[src/rtl/instr_mem_loader.sv]
// Boot-time program loader: assembles a little-endian byte stream into 32-bit
// instruction-memory writes. Define LOADER_CHECKSUM_EN for a trailing XOR checksum byte.
module instr_mem_loader #(
  parameter int unsigned ADDRESS_WIDTH = 32,
  parameter int unsigned DATA_WIDTH    = 8,
  parameter logic [31:0] BASE_ADDR     = 32'h0,
  parameter int unsigned MAX_WORDS     = 1024
) (
  input  logic                     clk,
  input  logic                     rst,
  input  logic                     start,
  input  logic [DATA_WIDTH-1:0]    byte_in,
  input  logic                     byte_valid,
  output logic                     byte_ready,
  output logic                     wr_en,
  output logic [ADDRESS_WIDTH-1:0] wr_addr,
  output logic [31:0]              wr_data,
  output logic                     cpu_hold,
  output logic                     done,
  output logic                     error,
  output logic [15:0]              word_count
);

  typedef enum logic [2:0] {
    S_IDLE  = 3'd0,
    S_LEN0  = 3'd1,
    S_LEN1  = 3'd2,
    S_DATA  = 3'd3,
    S_WRITE = 3'd4,
    S_DONE  = 3'd5,
    S_ERR   = 3'd6
`ifdef LOADER_CHECKSUM_EN
    , S_CHK = 3'd7
`endif
  } state_e;

`ifdef LOADER_CHECKSUM_EN
  localparam state_e S_LAST = S_CHK;

  function automatic logic [7:0] csum_step(input logic [7:0] acc, input logic [7:0] b);
    return acc ^ b;
  endfunction
`else
  localparam state_e S_LAST = S_DONE;
`endif

  localparam logic [15:0] MAX_N = 16'(MAX_WORDS);

  state_e                   state_r;
  state_e                   state_s;
  logic                     accept_s;
  logic                     start_ok_s;
  logic [7:0]               byte_s;
  logic [15:0]              len_s;
  logic [15:0]              len_r;
  logic [15:0]              word_count_r;
  logic [1:0]               byte_idx_r;
  logic [23:0]              lane_r;
  logic [ADDRESS_WIDTH-1:0] wr_addr_r;
  logic [31:0]              wr_data_r;
  logic                     byte_ready_r;
  logic                     wr_en_r;
  logic                     cpu_hold_r;
  logic                     done_r;
  logic                     error_r;
`ifdef LOADER_CHECKSUM_EN
  logic [7:0]               csum_r;
`endif

  assign byte_s     = byte_in[7:0];
  assign accept_s   = byte_valid && byte_ready_r;
  assign len_s      = {byte_s, len_r[7:0]};
  assign start_ok_s = start && ((state_r == S_IDLE) || (state_r == S_DONE) || (state_r == S_ERR));

  // Next-state logic
  always_comb begin
    state_s = state_r;
    case (state_r)
      S_IDLE, S_DONE, S_ERR: begin
        if (start) state_s = S_LEN0;
        else       state_s = state_r;
      end
      S_LEN0: begin
        if (accept_s) state_s = S_LEN1;
        else          state_s = state_r;
      end
      S_LEN1: begin
        if (!accept_s)            state_s = state_r;
        else if (len_s == 16'd0)  state_s = S_LAST;
        else if (len_s > MAX_N)   state_s = S_ERR;
        else                      state_s = S_DATA;
      end
      S_DATA: begin
        if (accept_s && (byte_idx_r == 2'd3)) state_s = S_WRITE;
        else                                   state_s = state_r;
      end
      S_WRITE: begin
        if ((word_count_r + 16'd1) == len_r) state_s = S_LAST;
        else                                  state_s = S_DATA;
      end
`ifdef LOADER_CHECKSUM_EN
      S_CHK: begin
        if (!accept_s)              state_s = state_r;
        else if (byte_s == csum_r)  state_s = S_DONE;
        else                        state_s = S_ERR;
      end
`endif
      default: state_s = S_IDLE;
    endcase
  end

  // State, datapath and registered outputs; outputs are decoded from the next state
  // so they line up with the state register.
  always_ff @(posedge clk or posedge rst) begin
    if (rst) begin
      state_r      <= S_IDLE;
      len_r        <= 16'd0;
      word_count_r <= 16'd0;
      byte_idx_r   <= 2'd0;
      lane_r       <= 24'd0;
      wr_addr_r    <= ADDRESS_WIDTH'(BASE_ADDR);
      wr_data_r    <= 32'd0;
      byte_ready_r <= 1'b0;
      wr_en_r      <= 1'b0;
      cpu_hold_r   <= 1'b0;
      done_r       <= 1'b0;
      error_r      <= 1'b0;
`ifdef LOADER_CHECKSUM_EN
      csum_r       <= 8'd0;
`endif
    end else begin
      state_r      <= state_s;
      byte_ready_r <= (state_s == S_LEN0) || (state_s == S_LEN1) || (state_s == S_DATA)
`ifdef LOADER_CHECKSUM_EN
                      || (state_s == S_CHK)
`endif
                      ;
      wr_en_r      <= (state_s == S_WRITE);
      cpu_hold_r   <= (state_s != S_IDLE) && (state_s != S_DONE);
      done_r       <= (state_s == S_DONE);
      error_r      <= (state_s == S_ERR);
      if (start_ok_s) begin
        len_r        <= 16'd0;
        word_count_r <= 16'd0;
        byte_idx_r   <= 2'd0;
        lane_r       <= 24'd0;
`ifdef LOADER_CHECKSUM_EN
        csum_r       <= 8'd0;
`endif
      end else begin
        case (state_r)
          S_LEN0: if (accept_s) len_r[7:0]  <= byte_s;
          S_LEN1: if (accept_s) len_r[15:8] <= byte_s;
          S_DATA: begin
            if (accept_s) begin
`ifdef LOADER_CHECKSUM_EN
              csum_r <= csum_step(csum_r, byte_s);
`endif
              // Lanes shift downward so the first byte ends up as the LSB.
              if (byte_idx_r == 2'd3) begin
                wr_data_r  <= {byte_s, lane_r};
                wr_addr_r  <= ADDRESS_WIDTH'(BASE_ADDR) + ADDRESS_WIDTH'({word_count_r, 2'b00});
                byte_idx_r <= 2'd0;
              end else begin
                lane_r     <= {byte_s, lane_r[23:8]};
                byte_idx_r <= byte_idx_r + 2'd1;
              end
            end
          end
          S_WRITE: word_count_r <= word_count_r + 16'd1;
          default: ;
        endcase
      end
    end
  end

  assign byte_ready = byte_ready_r;
  assign wr_en      = wr_en_r;
  assign wr_addr    = wr_addr_r;
  assign wr_data    = wr_data_r;
  assign cpu_hold   = cpu_hold_r;
  assign done       = done_r;
  assign error      = error_r;
  assign word_count = word_count_r;

endmodule

[config.mk]
export PLATFORM = sky130hd
export DESIGN_NAME = instr_mem_loader
export DESIGN_NICKNAME = d
export VERILOG_FILES = /design/src/rtl/instr_mem_loader.sv
export SDC_FILE = /design/constraint.sdc
export NUM_CORES = 1
export LEC_CHECK = 0
export ABC_AREA = 0
export CORE_MARGIN = 1.5
export CORE_UTILIZATION = 45
export DETAILED_ROUTE_END_ITERATION = 12
export PLACE_DENSITY_LB_ADDON = 0.05
export SLEW_MARGIN = 10
export SYNTH_ARGS = -nofsm -noshare
export SYNTH_HDL_FRONTEND = slang
export SYNTH_SLANG_ARGS = --single-unit
[constraint.sdc]
create_clock -name clk -period 8.68 [get_ports clk]
set_clock_uncertainty 0.15 [all_clocks]
set_input_delay 1.736 -clock clk [delete_from_list [all_inputs] [get_ports clk]]
set_output_delay 1.736 -clock clk [all_outputs]
set_load 0.01 [all_outputs]
# Word level (Yosys, flattened, before mapping)

Cells that the tools add are included.

Register bits after elaboration: 114
Input port bits: 12
Logic and storage cells: 77

Add/subtract/negate cells: 2
$lt $le $gt $ge: 1
Equality and inequality tests: 16
Mux-type cells: 22
Bitwise logic cells: 1
Reduce and logical (&&, ||, !) cells: 22

Operators by type and width:

| cell                                                                   | count |
|---|---|
| 24-bit two-way mux                                                     | 4 |
| 16-bit two-way mux                                                     | 3 |
| 8-bit two-way mux                                                      | 3 |
| 3-bit two-way mux                                                      | 7 |
| 3-bit equality test, second input constant                             | 6 |
| 16-bit by 1-bit adder with 16-bit output, second input constant        | 1 |
| 16-bit equality test                                                   | 1 |
| 16-bit by 11-bit > comparator with 1-bit output, second input constant | 1 |
| 16-bit zero test                                                       | 1 |
| 3-bit one-hot mux with 5 select lines                                  | 1 |
| 3-bit by 2-bit equality test with 1-bit output, second input constant  | 4 |
| 2-bit nonzero test                                                     | 5 |
| 2-bit two-way mux                                                      | 4 |
| 3-bit by 1-bit equality test with 1-bit output, second input constant  | 2 |
| 2-bit AND reduction                                                    | 3 |
| 1-bit logical AND                                                      | 4 |
| 1-bit logical OR                                                       | 4 |
| 4-bit AND reduction                                                    | 1 |
| 3-bit zero test                                                        | 1 |
| 3-bit inequality test, second input constant                           | 1 |
| 3-bit AND reduction                                                    | 1 |
| 3-bit nonzero test                                                     | 1 |
| 3-bit OR reduction                                                     | 1 |
| 2-bit by 1-bit adder with 2-bit output, second input constant          | 1 |
| 3 further kinds                                                        | 3 |

# Longest topological paths before layout

Gate-level depths: netlist of the first run.

Word-level depth: 8
Depth in mapped cells: 8
Depth with buffers taken out: 7

# Least setup slack after synthesis of the first run

No wires, ideal clock.

Path type: input-to-reg
From: in byte_valid
To: reg lane_r[0]
Arrival time: 2966 ps
Data required time: 8394 ps
Slack: 5428 ps
Stages: 8
Buffers on the path: 3
Path through: and3b_1 > clkbuf_1 > nand3_1 > or2_2 > clkbuf_1 > clkbuf_1 > nand2_1 > a21oi_1

Word-level cells in the longest chain between the ends: 3

RTL lines:

| item                          | RTL line | source |
|---|---|---|
| start, declared               | 13       | `input logic byte_valid,` |
| 1-bit logical AND             | 71       | `assign accept_s = byte_valid && byte_ready_r;` |
| 2-bit nonzero test (no line)  | n/a      |  |
| 3-bit AND reduction (no line) | n/a      |  |
| end signal, assigned          | 165      | `lane_r <= {byte_s, lane_r[23:8]};` |
| end, declared                 | 58       | `logic [23:0] lane_r;` |

No other way between the ends.
A chain may end at the register's enable or synchronous reset.

# Worst setup path after layout of the first run

From: in byte_valid
To: reg wr_addr_r[15], in the netlist wr_addr[15]

Word-level cells in the longest chain between the ends: 2

RTL lines:

| item                          | RTL line | source |
|---|---|---|
| 1-bit logical AND             | 71       |  |
| 4-bit AND reduction (no line) | n/a      |  |
| end signal, assigned          | 121      | `wr_addr_r <= ADDRESS_WIDTH'(BASE_ADDR);` |
| end signal, assigned          | 162      | `wr_addr_r <= ADDRESS_WIDTH'(BASE_ADDR) + ADDRESS_WIDTH'({word_count_r, 2'b00});` |
| end, declared                 | 59       | `logic [ADDRESS_WIDTH-1:0] wr_addr_r;` |

No other way between the ends.

==> out/summary.txt, run 1 <==
Status - finished clean
Root buf cell - clkbuf_16
HP Start - wr_data[1]$_DFFE_PP0P_
Area Overhead vs Synth - 24.84%
Most frequent cell after synthesis - nand2_1
Top cell type's share of synthesized area - 0.5182
R2R Path Start - word_count[0]$_DFFE_PP0P_
Complex-gate fraction of the synthesized area - 0.1070
Top cells by area, synth - dfrtp_1, nand2_1, a21oi_1
Hold-critical path depth - 2
Die width - 113.6 um
CP max FO - 50
Clock latency on the worst-skew pair - 0.41 ns
Post-synth EDFFs - 0
Synth top cells by count - nand2_1, dfrtp_1, a21oi_1, nor2_1
Worst EP arrival - 3.65 ns
TritonCTS clock tree - yes
Layout Utilization - 0.5746
Post-synthesis mux area share - 0.01636
Fin area - 6873 um^2
Post-DRT Antenna Nets - 0
# H-tree levels - 4
Most used cell, CP - nand2_1
Reg2reg end - cpu_hold$_DFF_PP0_
GPL Wtd Cong - 0.8592
CTS max path bufs - 2
Initial Util - 0.4603
Mean Syn Cell Area - 8.865 um^2
Routed length per instance - 15.37 um
Cell taking the most area after synthesis - dfrtp_1
Fin. max-slew vios - 0
Initial antenna violation count - 0
Pre-CTS WS - 4.695 ns
Xor and xnor area share after synthesis - 0.04364
CP Capture Type - flop
Max Clock Freq - 281.4 MHz
Nets - 700
Setup ws final - 5.127 ns
Max-slew headroom - 0.3353
Setup crit start kind - primary input
Worst path required time - 8.78 ns
Worst Hold Class - flop to flop
Synth Area in Adders - 0.004545
Worst ir drop on vdd - 0.1605 mV
R2r setup slk - 5.42 ns
Setup bufs post-CTS - 0
Mapped Area - 5505 um^2
Post-route minimum period - 3.553 ns
Worst slew pin tran - 0.9970 ns
Share of layout cells above drive strength 1 - 0.07868
Post-Route WL - 13000 um
Drt pass-1 iters - 4
RSZ-0062 raised after global routing - no
PD cells - 301.3 nW/um^2
Slowest Stage Delay on Critical Path - 0.95 ns
Final worst path period share - 0.4094
Worst path top cell family by delay - simple AND/OR/NAND/NOR gates
Main combinational cell family by area after synthesis - simple AND/OR/NAND/NOR gates
Via density - 5.227
Cts repair resizes - 0
WP buf/inv - 1
Top Ports - 97
Vias in the first global route - 4238
Yosys reg bits - 114
CP max stage cell - or3_2
Rows - 40
Post-synthesis simple-gate area fraction - 0.2480
Core Region - 11960 um^2
Yosys cell types - 54
Synth Flop Type - dfrtp_1
First-pass GRT wire length - 21820 um
Hold Crit Endpoint - wr_data[1]$_DFFE_PP0P_
Yosys warns - 0
Clock sinks - 114
Fill count - 1078
R2R depth - 7
Inserted Diodes - 0
IO buf count - 80
Die Ht - 113.6 um
Async set or reset register ratio after synthesis - 1.000
Worst-path clk slew - 0.06 ns
Lkg Pwr - 3.154 nW
Seq/Total Area, Yosys - 0.5182
Final setup vio count - 0
Synthesized instance count - 621
Grt total ovfl - 0
Hpwl dp - 8761 um
Via count - 4422
Fin. Hold Viols - 0
Cell Area, Placed - 6287 um^2
Num CTS Buffers - 17
Worst setup path class - primary input to flop
Largest net degree at the start of global routing - 82
Max-cap violations - 0
Setup TNS - 0 ns
DRC viols - 0
Gr usage total - 0.2171
Die ar. - 12910 um^2
Hold-fix buffers, CTS - 0
Critical Path, Cell by Cell - clkdlybuf4s50_1 -> nand2_1 -> or3_2 -> nand2_1 -> o21ai_0
Initial DRC count - 273
-- metrics by stage --
| stage | power, W | cells | hold WS (ns) |
|---|---|---|---|
| floorplan | 0.001167 | 636 | 0.2957 |
| global placement | 0.001384 | 814 | 0.2990 |
| detailed placement | 0.001400 | 814 | 0.3055 |
| CTS | 0.002090 | 846 | 0.3181 |
| global route | 0.002206 | 846 | 0.3351 |
| finish | 0.002071 | 846 | 0.3119 |
-- kinds of logic (layout without fill, tap and decap cells) --
family	count (synthesis)	in the layout
multiplexers	9	9
flip-flops	114	114
buffers and inverters	60	123
adder cells (fa/ha/maj)	2	2
other	1	16
AND/OR/NAND/NOR	315	315
AO/OA/AOI/OAI	96	96
XOR/XNOR	24	24
-- where the power goes --
| group | leakage [nW] | switching (W) | total (W) | internal, W |
|---|---|---|---|---|
| Clock | 0.285 | 0.000257 | 0.000683 | 0.000426 |
| Sequential | 1.55 | 0.000122 | 0.000794 | 0.000673 |
| Combinational | 1.32 | 0.000314 | 0.000594 | 0.000279 |
-- registers in the layout, summed over array words and instances, names as in the netlist, 2 cells and up --
register    cells
wr_data        32
lane_r         24
len_r          16
word_count     16
wr_addr        16
state_r         3
byte_idx_r      2
-- cells in the final DEF (no fill, tap or decap), drive strengths merged, types with 6 or more instances in the layout --
master and n:
clkbuf 18, a21oi 38, xnor2 15, clkinv 8, nor4 8, inv 9, a31oi 6, nand4 7
clkdlybuf4s50 80, nand2 227, xor2 7, nor2 31, nor3 10, nand3 9, mux2i 9, conb 16
o21ai 27, dfrtp 114
-- layer usage --
layer / global-route usage / vias up / share of wire
met3: 0.05260 / 12 / 0.053
met2: 0.3169 / 131 / 0.46
met1: 0.3188 / 2112 / 0.47
met4: 0.07083 / 0 / 0.012
met5: 0 / - / 0
li1: - / 2167 / -
-- layout make-up --
cell class / count / area, um^2 / area share
Sequential cell: 114 / 2853 / 0.4151
Multi-Input combinational cell: 462 / 2387 / 0.3474
Timing Repair Buffer: 85 / 838.3 / 0.1220
Clock buffer: 18 / 429.2 / 0.06244
Tap cell: 147 / 183.9 / 0.02676
Clock inverter: 14 / 156.4 / 0.02276
Inverter: 6 / 25.02 / 0.003641
-- worst max-delay path by stage --
stage | to | slack [ns] | from | cells after the start
CTS | wr_addr[15]$_DFFE_PP0P_ | 5.13 | byte_valid | 5
detailed placement | wr_addr[15]$_DFFE_PP0P_ | 4.69 | byte_valid | 5
global route | word_count[15]$_DFFE_PP0P_ | 4.98 | start | 7
global placement | word_count[14]$_DFFE_PP0P_ | 4.75 | start | 7
finish | wr_addr[15]$_DFFE_PP0P_ | 5.13 | byte_valid | 5
floorplan | byte_idx_r[0]$_DFFE_PP0P_ | 3.78 | rst | 1
-- worst reg2reg max path, stage by stage, from the launching register on --
cell and delay (ns):
dfrtp_1 0.54, ha_1 0.34, nand3_2 0.22, nor4_1 0.71, xnor2_1 0.23, nand4_1 0.11, nor4_1 0.59, o21ai_0 0.22
(Power assumes the default switching activity.)
==> run 2: changes to the inputs <==
==> constraint.sdc (replaced) <==
create_clock -name clk -period 3.6 [get_ports clk]
set_clock_uncertainty 0.15 [all_clocks]
set_input_delay 0.72 -clock clk [delete_from_list [all_inputs] [get_ports clk]]
set_output_delay 0.72 -clock clk [all_outputs]
set_load 0.01 [all_outputs]
==> run 2 against run 1 <==
Effect of this change: wire length up 1.8%; largest power group unchanged; global-route usage up 0.15 points; critical path depth up 3; via count up 0.84%; cell area up 1.0%; cell count up 0.59%; sequential power up 140%; non-clock buffer count up 6; flip-flop and latch count unchanged; clock-buffer cell count up 3.
==> out/summary.txt, run 2 (synthesized netlist as in run 1, its figures left out) <==
Status - finished clean
Post-DRT Antenna Nets - 0 (unchanged)
Cts repair resizes - 0 (unchanged)
Inserted Diodes - 0 (unchanged)
Final worst path period share - 0.8094
RSZ-0062 raised after global routing - no
Die Ht - 113.6 um (unchanged)
Register area - 2853 um^2 (unchanged)
First-pass GRT wire length - 21730 um (-0.44%)
Initial DRC count - 407 (+49%)
Worst Hold Class - flop to flop
Setup TNS - 0 ns (unchanged)
Commonest non-fill, non-tap cell in the layout - nand2_1
Setup bufs post-CTS - 0 (unchanged)
DRC viols - 0 (unchanged)
Nets - 706 (+0.86%)
Multi-input logic area - 2387 um^2 (unchanged)
Post-route minimum period - 2.914 ns
Fin. Hold Viols - 0 (unchanged)
Grt total ovfl - 0 (unchanged)
CP Capture Type - flop
Top Ports - 97 (unchanged)
Drt pass-1 iters - 4 (unchanged)
Crit path from - word_count[0]$_DFFE_PP0P_
Worst setup path class - flop to flop
Die ar. - 12910 um^2 (unchanged)
IO buf count - 80 (unchanged)
Die width - 113.6 um (unchanged)
Hpwl dp - 8998 um (+2.7%)
CP max FO - 9 (-82%)
Root buf cell - clkbuf_16
CP max stage cell - nor4_1
Fin. max-slew vios - 0 (unchanged)
Clock sinks - 114 (unchanged)
R2R Path Start - word_count[0]$_DFFE_PP0P_
Hold-fix buffers, CTS - 0 (unchanged)
Worst slew pin tran - 0.9760 ns (-0.02096 ns)
Via density - 5.240 (+0.24%)
Lkg Pwr - 3.179 nW (+0.80%)
Worst-path clk slew - 0.05 ns (about the same)
Max-cap violations - 0 (unchanged)
PD cells - 726.2 nW/um^2 (+140%)
Worst path required time - 3.70 ns (-5.08 ns)
Setup crit start kind - flop
Rows - 40 (unchanged)
Most used cell, CP - nor4_1
Share of layout cells above drive strength 1 - 0.08239 (+0.003703)
Num CTS Buffers - 17 (unchanged)
CTS max path bufs - 2 (unchanged)
Most frequent cells in the layout - nand2_1, dfrtp_1, clkdlybuf4s50_1
Largest net degree at the start of global routing - 51 (-38%)
GPL Wtd Cong - 0.8575 (-0.20%)
Critical Path, Cell by Cell - ha_1 -> nand3_2 -> nor4_1 -> xnor2_1 -> nand4_1 -> nor4_1 -> buf_4 -> o21ai_0
Fill count - 1103 (+2.3%)
Clock latency on the worst-skew pair - 0.41 ns (about the same)
CP endpoint - cpu_hold$_DFF_PP0_
Slowest Stage Delay on Critical Path - 0.61 ns (-0.34 ns)
Core Region - 11960 um^2 (unchanged)
Initial antenna violation count - 0 (unchanged)
R2R depth - 8 (+1)
Post-Route WL - 13230 um (+1.8%)
Routed length per instance - 15.55 um (+1.2%)
Worst ir drop on vdd - 0.4407 mV (+170%)
Vias in the first global route - 4132 (-2.5%)
Reg2reg end - cpu_hold$_DFF_PP0_
Max Clock Freq - 343.2 MHz
Max reg flops - 32 (unchanged)
Initial Util - 0.4603 (unchanged)
Gr usage total - 0.2186 (+0.001455)
Max-slew headroom - 0.3493 (+0.01397)
Area Overhead vs Synth - 26.14%
# H-tree levels - 4 (unchanged)
Via count - 4459 (+0.84%)
Final setup vio count - 0 (unchanged)
TritonCTS clock tree - yes
Worst EP arrival - 3.02 ns (-0.63 ns)
Total Power - 0.005043 W (+140%)
R2r setup slk - 0.69 ns (-4.73 ns)
[run 2: cell types whose count changed in the layout (fill, tap and decap cells not counted), sizes merged]
| cell | previous run | this run |
|---|---|---|
| buf | 5 | 11 |
| bufinv | 2 | 3 |
| clkbuf | 18 | 21 |
| clkinv | 8 | 3 |
| clkinvlp | 1 | 5 |
| inv | 9 | 5 |
[run 2: final cells by class]
class / count / area share
clock inverter: 10 / 0.01946
clock buffer: 21 / 0.06486
tap: 147 / 0.02649
inverter: 6 / 0.003784
timing repair buffer: 91 / 0.1308
multi-input combinational: 462 / 0.3438
sequential: 114 / 0.4108
[run 2: worst min-delay path by stage]
stage / depth (start not counted) / start / slack, ns / to
after detailed placement: 2 / wr_addr[14]$_DFFE_PP0P_ / 0.30 / wr_addr[14]$_DFFE_PP0P_
after global routing: 2 / wr_addr[11]$_DFFE_PP0P_ / 0.33 / wr_addr[11]$_DFFE_PP0P_
after global placement: 2 / wr_addr[7]$_DFFE_PP0P_ / 0.30 / wr_addr[7]$_DFFE_PP0P_
after floorplan: 2 / lane_r[0]$_DFFE_PP0P_ / 0.30 / wr_data[0]$_DFFE_PP0P_
after CTS: 2 / wr_addr[14]$_DFFE_PP0P_ / 0.32 / wr_addr[14]$_DFFE_PP0P_
final: 2 / wr_addr[14]$_DFFE_PP0P_ / 0.31 / wr_addr[14]$_DFFE_PP0P_
[run 2: layer usage]
layer / GRT usage / share of wire
met3: 0.04942 / 0.067
met4: 0.08000 / 0.0084
met2: 0.3193 / 0.46
met5: 0 / 0
met1: 0.3195 / 0.47
[run 2: per-stage QoR]
stage / utilization / hold WS [ns] / instances / area, um^2 / setup WS (ns)
floorplan: - / 0.2957 / 636 / 5565 / 1.074
global placement: 0.5316 / 0.2977 / 820 / 6359 / 0.6871
detailed placement: 0.5316 / 0.3049 / 820 / 6359 / 0.6651
CTS: 0.5805 / 0.3156 / 851 / 6944 / 0.6606
global route: 0.5805 / 0.3314 / 851 / 6944 / 0.3480
finish: 0.5805 / 0.3080 / 851 / 6944 / 0.6862
[run 2: where the power goes]
part	leakage, nW	switching (W)	internal, W
registers	1.55	0.000291	0.00162
logic	1.36	0.000780	0.000681
clock network	0.275	0.000572	0.00110
total	3.18	0.00164	0.00340
[run 2: critical path, delay by kind of cell, from the launching register on]
family	cells	cell delay [ns]
AOI/OAI and AO/OA	1	0.09
xor gates and xnor gates	1	0.21
buffers and inverters	1	0.20
DFF	1	0.51
adders and majority gates	1	0.33
and+or+nand+nor	4	1.26
==> run 3: changes to the inputs <==
==> constraint.sdc (replaced) <==
create_clock -name clk -period 2.7 [get_ports clk]
set_clock_uncertainty 0.15 [all_clocks]
set_input_delay 0.54 -clock clk [delete_from_list [all_inputs] [get_ports clk]]
set_output_delay 0.54 -clock clk [all_outputs]
set_load 0.01 [all_outputs]
==> run 3 against run 2 <==
Effect of this change: sequential share of layout area is 1.5 points lower; sequential power is 32% higher; combinational power is 40% higher; cell count is 3.6% higher; global-route usage hardly changed; wire length is 0.27% lower; critical path type unchanged; largest cell class unchanged; largest power group unchanged.
==> out/summary.txt, run 3 (synthesized netlist as in run 1, its figures left out) <==
Status - finished clean
Worst-path clk slew - 0.05 ns (about the same)
Worst Hold Class - flop to flop
Post-Route WL - 13200 um (-0.27%)
Routed length per instance - 14.96 um (-3.8%)
PD cells - 946.4 nW/um^2 (+30%)
Setup bufs post-CTS - 0 (unchanged)
Cts repair resizes - 0 (unchanged)
Num CTS Buffers - 17 (unchanged)
Via density - 5.163 (-1.5%)
Post-route minimum period - 2.572 ns (-0.3415 ns)
Comb power frac - 0.298 (+0.008)
Sw Ratio - 0.3216 (-0.004124)
Largest net degree at the start of global routing - 115 (+130%)
Fin. max-slew vios - 0 (unchanged)
CP max stage cell - dfrtp_1
Worst path required time - 2.80 ns (-0.90 ns)
Worst slew pin tran - 0.8650 ns (-0.1110 ns)
Share of layout cells above drive strength 1 - 0.1306 (+0.04823)
Commonest non-fill, non-tap cell in the layout - nand2_1
Critical Path, Cell by Cell - ha_2 -> nand4_1 -> nor4_4 -> xnor2_1 -> a211o_2 -> nor4_2 -> buf_4 -> o21ai_0
Max-slew headroom - 0.4233 (+0.07403)
Drt pass-1 iters - 5 (+1)
R2r setup slk - 0.13 ns (-0.56 ns)
Post-DRT Antenna Nets - 0 (unchanged)
Via count - 4554 (+2.1%)
Initial antenna violation count - 0 (unchanged)
Final setup vio count - 0 (unchanged)
Worst EP arrival - 2.67 ns (-0.35 ns)
First-pass GRT wire length - 22120 um (+1.8%)
CTS max path bufs - 2 (unchanged)
Layout Utilization - 0.6038 (+0.02322)
Worst setup path class - flop to flop
CP Capture Type - flop
Reg power frac - 0.370 (-0.010)
DRC viols - 0 (unchanged)
Die Ht - 113.6 um (unchanged)
Max-cap violations - 0 (unchanged)
Setup ws final - 0.1277 ns (-0.5585 ns)
Max Clock Freq - 388.8 MHz (+13%)
Worst ir drop on vdd - 0.4929 mV (+12%)
CP max FO - 6 (-3)
Clock share of power - 0.332 (about the same)
# H-tree levels - 4 (unchanged)
Lkg Pwr - 3.359 nW (+5.7%)
Die ar. - 12910 um^2 (unchanged)
TritonCTS clock tree - yes
Clock latency on the worst-skew pair - 0.41 ns (about the same)
GPL Wtd Cong - 0.9395 (+9.6%)
Gr usage total - 0.2185 (about the same)
Hold-fix buffers, CTS - 0 (unchanged)
Hpwl dp - 9124 um (+1.4%)
Top Ports - 97 (unchanged)
Pre-CTS WS - 0.04528 ns (-0.6198 ns)
Most frequent cells in the layout - nand2_1, dfrtp_1, clkdlybuf4s50_1
Root buf cell - clkbuf_16
Nets - 738 (+4.5%)
Inserted Diodes - 0 (unchanged)
Fin. Hold Viols - 0 (unchanged)
Die width - 113.6 um (unchanged)
Vias in the first global route - 4380 (+6.0%)
Sw power - 0.002198 W (+34%)
Internal - 0.004637 W (+36%)
Initial Util - 0.4603 (unchanged)
Fill count - 1063 (-3.6%)
Final worst path period share - 0.9527 (+0.1433)
Grt total ovfl - 0 (unchanged)
Multi-input logic area - 2419 um^2 (+1.3%)
Clock sinks - 114 (unchanged)
Setup crit start kind - flop
Core Region - 11960 um^2 (unchanged)
IO buf count - 80 (unchanged)
Max reg flops - 32 (unchanged)
Initial DRC count - 360 (-12%)
Rows - 40 (unchanged)
Setup TNS - 0 ns (unchanged)
Area Overhead vs Synth - 31.18%
Register area - 2855 um^2 (about the same)
Slowest Stage Delay on Critical Path - 0.36 ns (-0.25 ns)
-- run 3: changes by cell type in the layout (fill, tap and decap cells not counted), moves of 2 or more --
cell,change
buf_4,+33
clkbuf_1,-2
clkbuf_8,+2
dfrtp_1,-2
dfrtp_2,+2
nor4_1,-2
-- run 3: critical path: cells and delay by family (launching register included) --
family / cells / cell delay, ns
fa+ha+maj: 1 / 0.28
compound gates: 2 / 0.44
buf+inv: 1 / 0.18
xor+xnor: 1 / 0.15
simple gates: 3 / 0.86
flops: 1 / 0.36
-- run 3: area by class of cell --
cell class,count,share of cell area
clock buffer,21,0.06514
multi-input combinational,462,0.3349
timing repair buffer,123,0.1573
tap,147,0.02547
clock inverter,9,0.01819
inverter,6,0.003638
sequential,114,0.3954
-- run 3: per-layer routing --
metal | share of wire | vias to the layer above | track usage
met2 | 0.46 | 117 | 0.3301
met4 | 0.014 | 0 | 0.07583
li1 | - | 2244 | -
met1 | 0.48 | 2178 | 0.3132
met3 | 0.045 | 15 | 0.04676
met5 | 0 | - | 0
-- run 3: final timing paths --
path / start / endpoint / depth (start not counted)
worst max-delay path: word_count[1]$_DFFE_PP0P_ / cpu_hold$_DFF_PP0_ / 8
worst min-delay path: wr_addr[16]$_DFFE_PP0P_ / wr_addr[16]$_DFFE_PP0P_ / 2
worst max register to register: word_count[1]$_DFFE_PP0P_ / cpu_hold$_DFF_PP0_ / 8
worst min register to register: wr_addr[16]$_DFFE_PP0P_ / wr_addr[16]$_DFFE_PP0P_ / 2
max in group asynchronous: rst / word_count[6]$_DFFE_PP0P_ / 3
min in group asynchronous: rst / wr_addr[11]$_DFFE_PP0P_ / 3
-- run 3: stage by stage --
| stage | hold WS, ns | cells | instance area, um^2 | total power [W] |
|---|---|---|---|---|
| 5_1_grt | 0.3406 | 882 | 7222 | 0.007244 |
| 4_1_cts | 0.3159 | 882 | 7188 | 0.006872 |
| 3_5_place_dp | 0.3042 | 852 | 6586 | 0.004583 |
| 3_3_place_gp | 0.2975 | 852 | 6586 | 0.004527 |
| 2_1_floorplan | 0.2957 | 636 | 5565 | 0.003751 |
| 6_report | 0.3115 | 882 | 7222 | 0.006835 |
-- run 3: power groups by stage --
stage                     Clock, W  Combinational (W)  Sequential (W)
after CTS                  0.00231            0.00204         0.00253
after floorplan                  0            0.00121         0.00254
final                      0.00227            0.00204         0.00253
after global placement           0            0.00199         0.00254
after global routing       0.00238            0.00227         0.00259
after detailed placement         0            0.00203         0.00255
